==> src/rtl/shift_right_seq_if.sv <==
// shift_right_seq_if: request/result bundle for the sequential right shifter
interface shift_right_seq_if #(
   parameter int WIDTH = 8,
   parameter int SW    = 3
);
   logic             start_i;
   logic [WIDTH-1:0] a_i;
   logic [SW-1:0]    s_i;
   logic             arith_i;
`ifdef SHR_ROTATE_EN
   logic             rot_i;
`endif
   logic             busy_o;
   logic             done_o;
   logic [WIDTH-1:0] y_o;

`ifdef SHR_ROTATE_EN
   modport master (output start_i, a_i, s_i, arith_i, rot_i, input busy_o, done_o, y_o);
   modport slave  (input start_i, a_i, s_i, arith_i, rot_i, output busy_o, done_o, y_o);
`else
   modport master (output start_i, a_i, s_i, arith_i, input busy_o, done_o, y_o);
   modport slave  (input start_i, a_i, s_i, arith_i, output busy_o, done_o, y_o);
`endif
endinterface

==> src/rtl/shift_right_seq.sv <==
// shift_right_seq: one-bit-per-clock right shifter (logical/arithmetic; rotate with SHR_ROTATE_EN)
module shift_right_seq #(
   parameter int WIDTH = 8,
   parameter int SW    = 3
) (
   input logic              CLK,
   input logic              RST,
   shift_right_seq_if.slave bus
);
   typedef enum logic [1:0] {IDLE, SHIFT, FIN} state_t;

   state_t           state_q, state_d;
   logic [WIDTH-1:0] y_q, y_d;
   logic [SW-1:0]    cnt_q, cnt_d;
   logic             arith_q, arith_d;
   logic             fill;
`ifdef SHR_ROTATE_EN
   logic             rot_q, rot_d;
`endif

   // state, result, remaining count and captured mode bits
   always_ff @(posedge CLK) begin
      if (RST) begin
         state_q <= IDLE;
         y_q     <= '0;
         cnt_q   <= '0;
         arith_q <= 1'b0;
`ifdef SHR_ROTATE_EN
         rot_q   <= 1'b0;
`endif
      end else begin
         state_q <= state_d;
         y_q     <= y_d;
         cnt_q   <= cnt_d;
         arith_q <= arith_d;
`ifdef SHR_ROTATE_EN
         rot_q   <= rot_d;
`endif
      end
   end

   // capture on START in IDLE, shift one bit per SHIFT cycle, pulse DONE in FIN
   always_comb begin
      state_d = state_q;
      y_d     = y_q;
      cnt_d   = cnt_q;
      arith_d = arith_q;
`ifdef SHR_ROTATE_EN
      rot_d   = rot_q;
      fill    = rot_q ? y_q[0] : (arith_q & y_q[WIDTH-1]);
`else
      fill    = arith_q & y_q[WIDTH-1];
`endif
      if (state_q == IDLE && bus.start_i) begin
         y_d     = bus.a_i;
         cnt_d   = bus.s_i;
         arith_d = bus.arith_i;
`ifdef SHR_ROTATE_EN
         rot_d   = bus.rot_i;
`endif
         state_d = (bus.s_i == '0) ? FIN : SHIFT;
      end else if (state_q == SHIFT) begin
         y_d     = {fill, y_q[WIDTH-1:1]};
         cnt_d   = cnt_q - SW'(1);
         state_d = (cnt_q == SW'(1)) ? FIN : SHIFT;
      end else if (state_q == FIN) begin
         state_d = IDLE;
      end
   end

   assign bus.busy_o = (state_q == SHIFT);
   assign bus.done_o = (state_q == FIN);
   assign bus.y_o    = y_q;
endmodule
==> src/flat_wrapper.sv <==
// flat-port wrapper written by rule: the top's interface ports become plain ports
module shift_right_seq_flat 
#(
   parameter int WIDTH = 8,
   parameter int SW    = 3
)
  (CLK, RST, bus_start_i, bus_a_i, bus_s_i, bus_arith_i, bus_busy_o, bus_done_o, bus_y_o);
  shift_right_seq_if #(.WIDTH(WIDTH), .SW(SW)) bus_i ();
  input logic CLK;
  input logic RST;
  input wire logic [$bits(bus_i.start_i)-1:0] bus_start_i;
  input wire logic [$bits(bus_i.a_i)-1:0] bus_a_i;
  input wire logic [$bits(bus_i.s_i)-1:0] bus_s_i;
  input wire logic [$bits(bus_i.arith_i)-1:0] bus_arith_i;
  output wire logic [$bits(bus_i.busy_o)-1:0] bus_busy_o;
  output wire logic [$bits(bus_i.done_o)-1:0] bus_done_o;
  output wire logic [$bits(bus_i.y_o)-1:0] bus_y_o;
  assign bus_i.start_i = bus_start_i;
  assign bus_i.a_i = bus_a_i;
  assign bus_i.s_i = bus_s_i;
  assign bus_i.arith_i = bus_arith_i;
  assign bus_busy_o = bus_i.busy_o;
  assign bus_done_o = bus_i.done_o;
  assign bus_y_o = bus_i.y_o;
  shift_right_seq #(.WIDTH(WIDTH), .SW(SW)) u_core (.CLK(CLK), .RST(RST), .bus(bus_i));
endmodule
==> config.mk <==
export PLATFORM = sky130hd
export DESIGN_NAME = shift_right_seq_flat
export DESIGN_NICKNAME = d
export VERILOG_FILES = /design/src/rtl/shift_right_seq_if.sv /design/src/rtl/shift_right_seq.sv /design/src/flat_wrapper.sv
export SDC_FILE = /design/constraint.sdc
export NUM_CORES = 1
export LEC_CHECK = 0
export BUFFER_PORTS_ARGS = -buffer_cell sky130_fd_sc_hd__buf_2
export CAP_MARGIN = 40
export CORE_UTILIZATION = 40
export CTS_CLUSTER_SIZE = 24
export DETAILED_ROUTE_END_ITERATION = 8
export PLACE_DENSITY = 0.77
export SLEW_MARGIN = 10
export SYNTH_ARGS = -nofsm -noshare
export SYNTH_HDL_FRONTEND = slang
export SYNTH_SLANG_ARGS = --single-unit
export TNS_END_PERCENT = 5
==> constraint.sdc <==
create_clock -name CLK -period 1.9 [get_ports CLK]
set_input_delay 0.095 -clock CLK [delete_from_list [all_inputs] [get_ports CLK]]
set_output_delay 0.095 -clock CLK [all_outputs]
set_load 0.005 [all_outputs]
==> results of run 1 <==
critical path, cell delays in order, from the launching register on:
cell	delay, ns
dfxtp_1	0.33
inv_1	0.08
ha_1	0.45
buf_4	0.23
buf_2	0.12
cells in the final DEF, fill, tap and decap left out:
cell	count
a311oi_2	1
xor2_1	1
nand2_1	4
a21oi_1	3
nand3_1	5
mux2i_1	7
buf_2	24
dfxtp_1	14
nor2b_1	1
a311oi_1	1
nand2b_1	3
or2b_1	1
nor3_1	1
xnor2_1	1
buf_4	3
clkbuf_8	1
ha_1	5
clkbuf_4	3
a211oi_1	9
o211ai_1	1
nand4b_1	1
inv_1	4
nor2_1	10
metal layers:
| metal | GRT usage [%] | vias to the layer above | routed length [um] |
|---|---|---|---|
| met5 | 0 | - | 0 |
| met4 | 9.09 | 0 | 12 |
| met3 | 3.27 | 2 | 54 |
| met2 | 23.5 | 16 | 645 |
| met1 | 22.9 | 284 | 710 |
| li1 | - | 324 | - |
sequential cells by signal, indices dropped and copies added (netlist names):
name and flops:
u_core.state_q 2, u_core.bus.y_o 8, u_core.cnt_q 3, u_core.arith_q 1
cell usage after synthesis:
| cell type | count |
|---|---|
| clkbuf_1 | 1 |
| nand2b_1 | 3 |
| or2b_1 | 1 |
| nand3_1 | 5 |
| xor2_1 | 1 |
| nor3_1 | 1 |
| dfxtp_1 | 14 |
| nand4b_1 | 1 |
| a211oi_1 | 9 |
| a21oi_1 | 3 |
| buf_6 | 1 |
| nand2_1 | 4 |
| nor2b_1 | 1 |
| a311oi_1 | 1 |
| inv_1 | 4 |
| mux2i_1 | 7 |
| buf_2 | 1 |
| xnor2_1 | 1 |
| nor2_1 | 10 |
| a311oi_2 | 1 |
| ha_1 | 5 |
| buf_4 | 1 |
| o211ai_1 | 1 |
through the flow:
step | hold WS, ns | util, % | instances | area (um^2) | total power, mW
finish | 0.0608 | 56.0 | 120 | 882 | 0.870
global route | 0.0607 | 56.0 | 120 | 882 | 0.938
CTS | 0.0588 | 56.0 | 120 | 882 | 0.876
detailed placement | 0.358 | 53.7 | 116 | 846 | 0.661
global placement | 0.354 | 53.7 | 116 | 846 | 0.655
floorplan | 0.163 | - | 77 | 711 | 0.577
cell type report:
type                    instances  area share, %
repair buffers                 27           16.2
inverters                       4           1.70
well taps                      16           2.27
multi-input cells              55           44.0
clock buffers                   4           4.11
flip-flops and latches         14           31.8
path summary, 6_finish.rpt:
check / start / end / slack, ns / cells past startpoint
max: u_core.state_q[1]$_SDFFE_PP0P_ / bus_busy_o / 0.32 / 4
min reg2reg: u_core.arith_q$_SDFFE_PP0P_ / u_core.arith_q$_SDFFE_PP0P_ / 0.46 / 2
min: bus_arith_i / u_core.arith_q$_SDFFE_PP0P_ / 0.06 / 3
max reg2reg: u_core.state_q[1]$_SDFFE_PP0P_ / u_core.state_q[1]$_SDFFE_PP0P_ / 0.38 / 5
power by group through the flow:
stage,clock network (mW),registers [mW],logic [mW]
3_5_place_dp,0,0.383,0.278
6_report,0.214,0.377,0.278
4_1_cts,0.218,0.377,0.281
2_1_floorplan,0,0.379,0.197
5_1_grt,0.241,0.384,0.314
3_3_place_gp,0,0.381,0.273
logic make-up after synthesis:
kind of cell	share of synthesized area, %
AND/OR/NAND/NOR	17.4
AO/OA/AOI/OAI	16.0
flip-flops	39.4
buffers and inverters	5.98
multiplexers	9.86
adder cells (fa/ha/maj)	8.80
XOR/XNOR	2.47
==> key figures, run 1 <==
Routing
  – Via-to-Cell Ratio: 5.22
  – Routed WL: between 1000 and 1500 um
  – Per-cell routed wire length: 11.9 um
  – # DRC: 1
  – Drt initial violations: 11
  – Number of nets with antenna violations after routing: 0
  – Vias after detailed routing: 626
  – DR pass1 iterations: 8

Critical path
  – Crit end category: output pin
  – Critical Path RT: around 1.8 ns
  – Max Fanout on Critical Path: 11
  – Crit path kind: flop to output pin
  – Startpoint types: flop
  – Critical path arrival: 1.48 ns

Timing
  – Fin. max-slew vios: 0
  – Final period utilization: just over 80%
  – RSZ-0062 raised after global routing: false
  – Clock skew: a little under 0.0006 ns
  – Final setup violation count: 0
  – Final setup margin: 0.323 ns
  – Min cycle time layout: about 1.6 ns
  – Final Hold Fails: 0
  – Fmax: 634 MHz
  – Relative slew margins: slightly below 70%
  – Worst-Margin Slew: between 0.4 and 0.5 ns
  – TNS Setup: 0 ns

Global routing
  – Total global routing track utilization: 16.4%
  – Global-route wire length before repair: 2400 um
  – GRT overflow: 0
  – Initial antenna violation count: 0
  – Largest net degree at the start of global routing: 15
  – Vias in the first global route: around 560

Power and ir drop
  – Clock network fraction of total power: between 20% and 30%
  – Sw Ratio: 31.3%
  – P_leak: a little under 0.4 nW
  – Internal: ~0.6 mW
  – PD cells: 986 nW/um^2
  – Sw power: roughly 0.27 mW
  – VDD IR-drop max: between 400 and 500 uV
  – Sequential cell fraction of total power: about 43%
  – Comb power frac: 32.0%

Clock network
  – CTS clk-pin slew, worst paths: roughly 0.090 ns
  – Cts repair resizes: 0
  – CTS Buf Count: 3
  – Hold buffers post-CTS: 0
  – Clk Latency, worst-skew pair: 0.28 ns
  – Post CTS Setup Buffer Count: 0
  – Clk sinks: 14
  – # H-tree levels: 1
  – Clock Path Buffers: 2
  – TritonCTS clock tree: built
  – Clock root cell: clkbuf_4

Finish
  – Final nets: ~130
  – Layout Area Growth over Synthesis: 24.1%
  – Multi-input gate area: 388 um^2
  – Fill count: approximately 140
  – Share of layout cells above drive strength 1: between 30% and 40%
  – Diode count: 0
  – Register area: between 200 and 300 um^2

Floorplan
  – I/O pins: 25
  – FP Rows: 14
  – Die area: 1950 um^2
  – Die height: around 44 um
  – Initial Util: a little under half
  – Core Area: approximately 1600 um^2
  – Die X: between 40 and 50 um

Run
  – Max-cap violations: 0

Synthesis
  – Largest cells by area after synthesis: dfxtp_1, mux2i_1, a211oi_1, ha_1, nor2_1
  – Seq/Total Area, Yosys: approximately two fifths
  – Cell variety after synth: 23
  – Yosys warns: 0
  – Synthesized area: roughly 710 um^2
  – Avg Inst Size Synth: 9.23 um^2
  – Post-synth top area cell: dfxtp_1
  – Post-synth top area share: between 30% and 40%
  – Synthesized netlist cell count: between 70 and 80
  – #FFs+latches synth: 14
  – Syn_nets: 97

Min path
  – Hold Path Class: input pin to flop

Status
  – Status: complete, but fails checks
  – Failing checks: design-rule violations

Placement
  – HPWL after DPL: roughly 1100 um
  – IO Port Bufs: 24
  – Gpl congestion: ~0.75
  – Worst slack, placed: 0.383 ns
Note: power is estimated with default switching activity, not from simulation.
==> inputs of run 2 (changes only) <==
Settings changed: PLACE_DENSITY 0.77 to 0.8.
Clock period 1.9 ns to 1.3 ns, I/O delays scaled along.
==> key figures, run 2 (same netlist as run 1, synthesis figures left out) <==
Status
  – Status: finished, final reports clean

Run
  – Max-cap violations: 0

Routing
  – Metal2 WL: just under 900 um
  – Highest routed layer: met3
  – # DRC: 0
  – Routed WL: around 1600 um
  – Met3 wire length: 84 um
  – Vias after detailed routing: 660
  – Number of nets with antenna violations after routing: 0
  – Via-to-Cell Ratio: ~5.4
  – Per-cell routed wire length: about 13 um
  – Routed metal-1 wire length: approximately 660 um
  – DR pass1 iterations: 6
  – Drt initial violations: 7

Timing
  – Fmax: roughly 800 MHz
  – Fin. max-slew vios: 0
  – Final period utilization: 96.3%
  – Final Hold Fails: 0
  – Relative slew margins: between 70% and 80%
  – Worst-Margin Slew: 0.320 ns
  – TNS Setup: 0 ns
  – Final setup violation count: 0
  – Clock skew: roughly 0.0022 ns
  – Min cycle time layout: between 1 and 1.5 ns

Finish
  – Fill count: approximately 140
  – Diode count: 0
  – Layout Area Growth over Synthesis: 37.0%
  – Share of layout cells above drive strength 1: between 40% and 50%
  – Max reg flops: 8
  – Final nets: between 100 and 150
  – Final core occ: just over 60%
  – Multi-input gate area: 437 um^2
  – Register area: roughly 280 um^2
  – Finished Cell Area: 973 um^2
  – Most common cell after layout, fill and taps aside: buf_2
  – Most frequent cells in the layout: buf_2, dfxtp_1, nor2_1, mux2i_1, a211oi_1
  – Non-Filler Instances: approximately 120

Clock network
  – CTS Buf Count: 3
  – Post CTS Setup Buffer Count: 0
  – Hold buffers post-CTS: 0
  – Clk Latency, worst-skew pair: about 0.28 ns
  – TritonCTS clock tree: built
  – Clock Path Buffers: 2
  – # H-tree levels: 1
  – Clock root cell: clkbuf_4
  – CTS clk-pin slew, worst paths: around 0.09 ns
  – Clk sinks: 14

Global routing
  – Largest net degree at the start of global routing: 15
  – GRT overflow: 0
  – Initial antenna violation count: 0
  – Total global routing track utilization: between 10% and 20%
  – Global-route wire length before repair: roughly 2600 um
  – Vias in the first global route: 619

Critical path
  – Critical path arrival: 1.44 ns
  – Crit end category: flop
  – Critical Path RT: 1.49 ns
  – Crit path kind: flop to flop
  – Startpoint types: flop
  – Max Fanout on Critical Path: 8

Floorplan
  – Die height: 44.2 um
  – Die area: just under 2000 um^2
  – FP Rows: 14
  – Initial Util: a little under half
  – Core Area: roughly 1600 um^2
  – I/O pins: 25
  – Die X: roughly 44 um

Power and ir drop
  – VDD IR-drop max: 1150 uV
  – PD cells: around 1400 nW/um^2
  – P_leak: 0.412 nW

Placement
  – HPWL after DPL: 1200 um
  – IO Port Bufs: 24
  – Dpl cells: around 120
  – DP Area: roughly 900 um^2
  – Gpl congestion: between 0.7 and 0.8

Min path
  – Hold Path Class: input pin to flop
==> run 2: cell types whose count changed in the layout (fill, tap and decap cells not counted), sizes merged <==
cell | before | now
buf | 27 | 30
==> run 2: stage by stage <==
stage                     setup WS, ns  total power [mW]  hold slack (ns)
final                           0.0476              1.38           0.0382
after detailed placement      -0.00584              1.02            0.332
after global routing           -0.0115              1.48           0.0236
after floorplan                 0.0591             0.843            0.133
after CTS                      0.00338              1.34           0.0323
after global placement          0.0319             0.999            0.332
==> run 2: critical path: stages (launching register included) <==
cell,delay (ns)
dfxtp_1,0.37
inv_2,0.08
ha_4,0.16
nand2_2,0.08
buf_6,0.14
nor2_1,0.06
a311oi_2,0.27
==> run 2: power breakdown <==
part	internal, mW	total, mW	leakage, nW	switching, mW
sequential	0.502	0.558	0.116	0.0561
combinational	0.273	0.514	0.274	0.241
clock	0.170	0.311	0.0210	0.141
total	0.946	1.38	0.412	0.437
==> run 2: final timing paths <==
| kind | start | slack [ns] | cells past startpoint | endpoint |
|---|---|---|---|---|
| max | u_core.state_q[1]$_SDFFE_PP0P_ | 0.05 | 6 | u_core.state_q[1]$_SDFFE_PP0P_ |
| min | bus_arith_i | 0.04 | 3 | u_core.arith_q$_SDFFE_PP0P_ |
| max reg2reg | u_core.state_q[1]$_SDFFE_PP0P_ | 0.05 | 6 | u_core.state_q[1]$_SDFFE_PP0P_ |
| min reg2reg | u_core.arith_q$_SDFFE_PP0P_ | 0.47 | 2 | u_core.arith_q$_SDFFE_PP0P_ |
==> run 2: cell type report <==
type                       count  area share (%)
inverter                       4            1.54
multi-input combinational     55            44.9
sequential                    14            29.2
timing repair buffer          30            18.6
clock buffer                   4            3.73
tap                           16            2.06
==> run 2: timing repair <==
action	in CTS	in global routing
endpoints found under the setup margin	3	13
pin swaps	1	2
resized for setup	2	11
==> run 2: metal layers <==
layer  track usage (%)  vias to the layer above
met4              3.64                        0
met1              20.7                      310
li1                  -                      330
met2              31.2                       20
met5                 0                        -
met3              6.53                        0
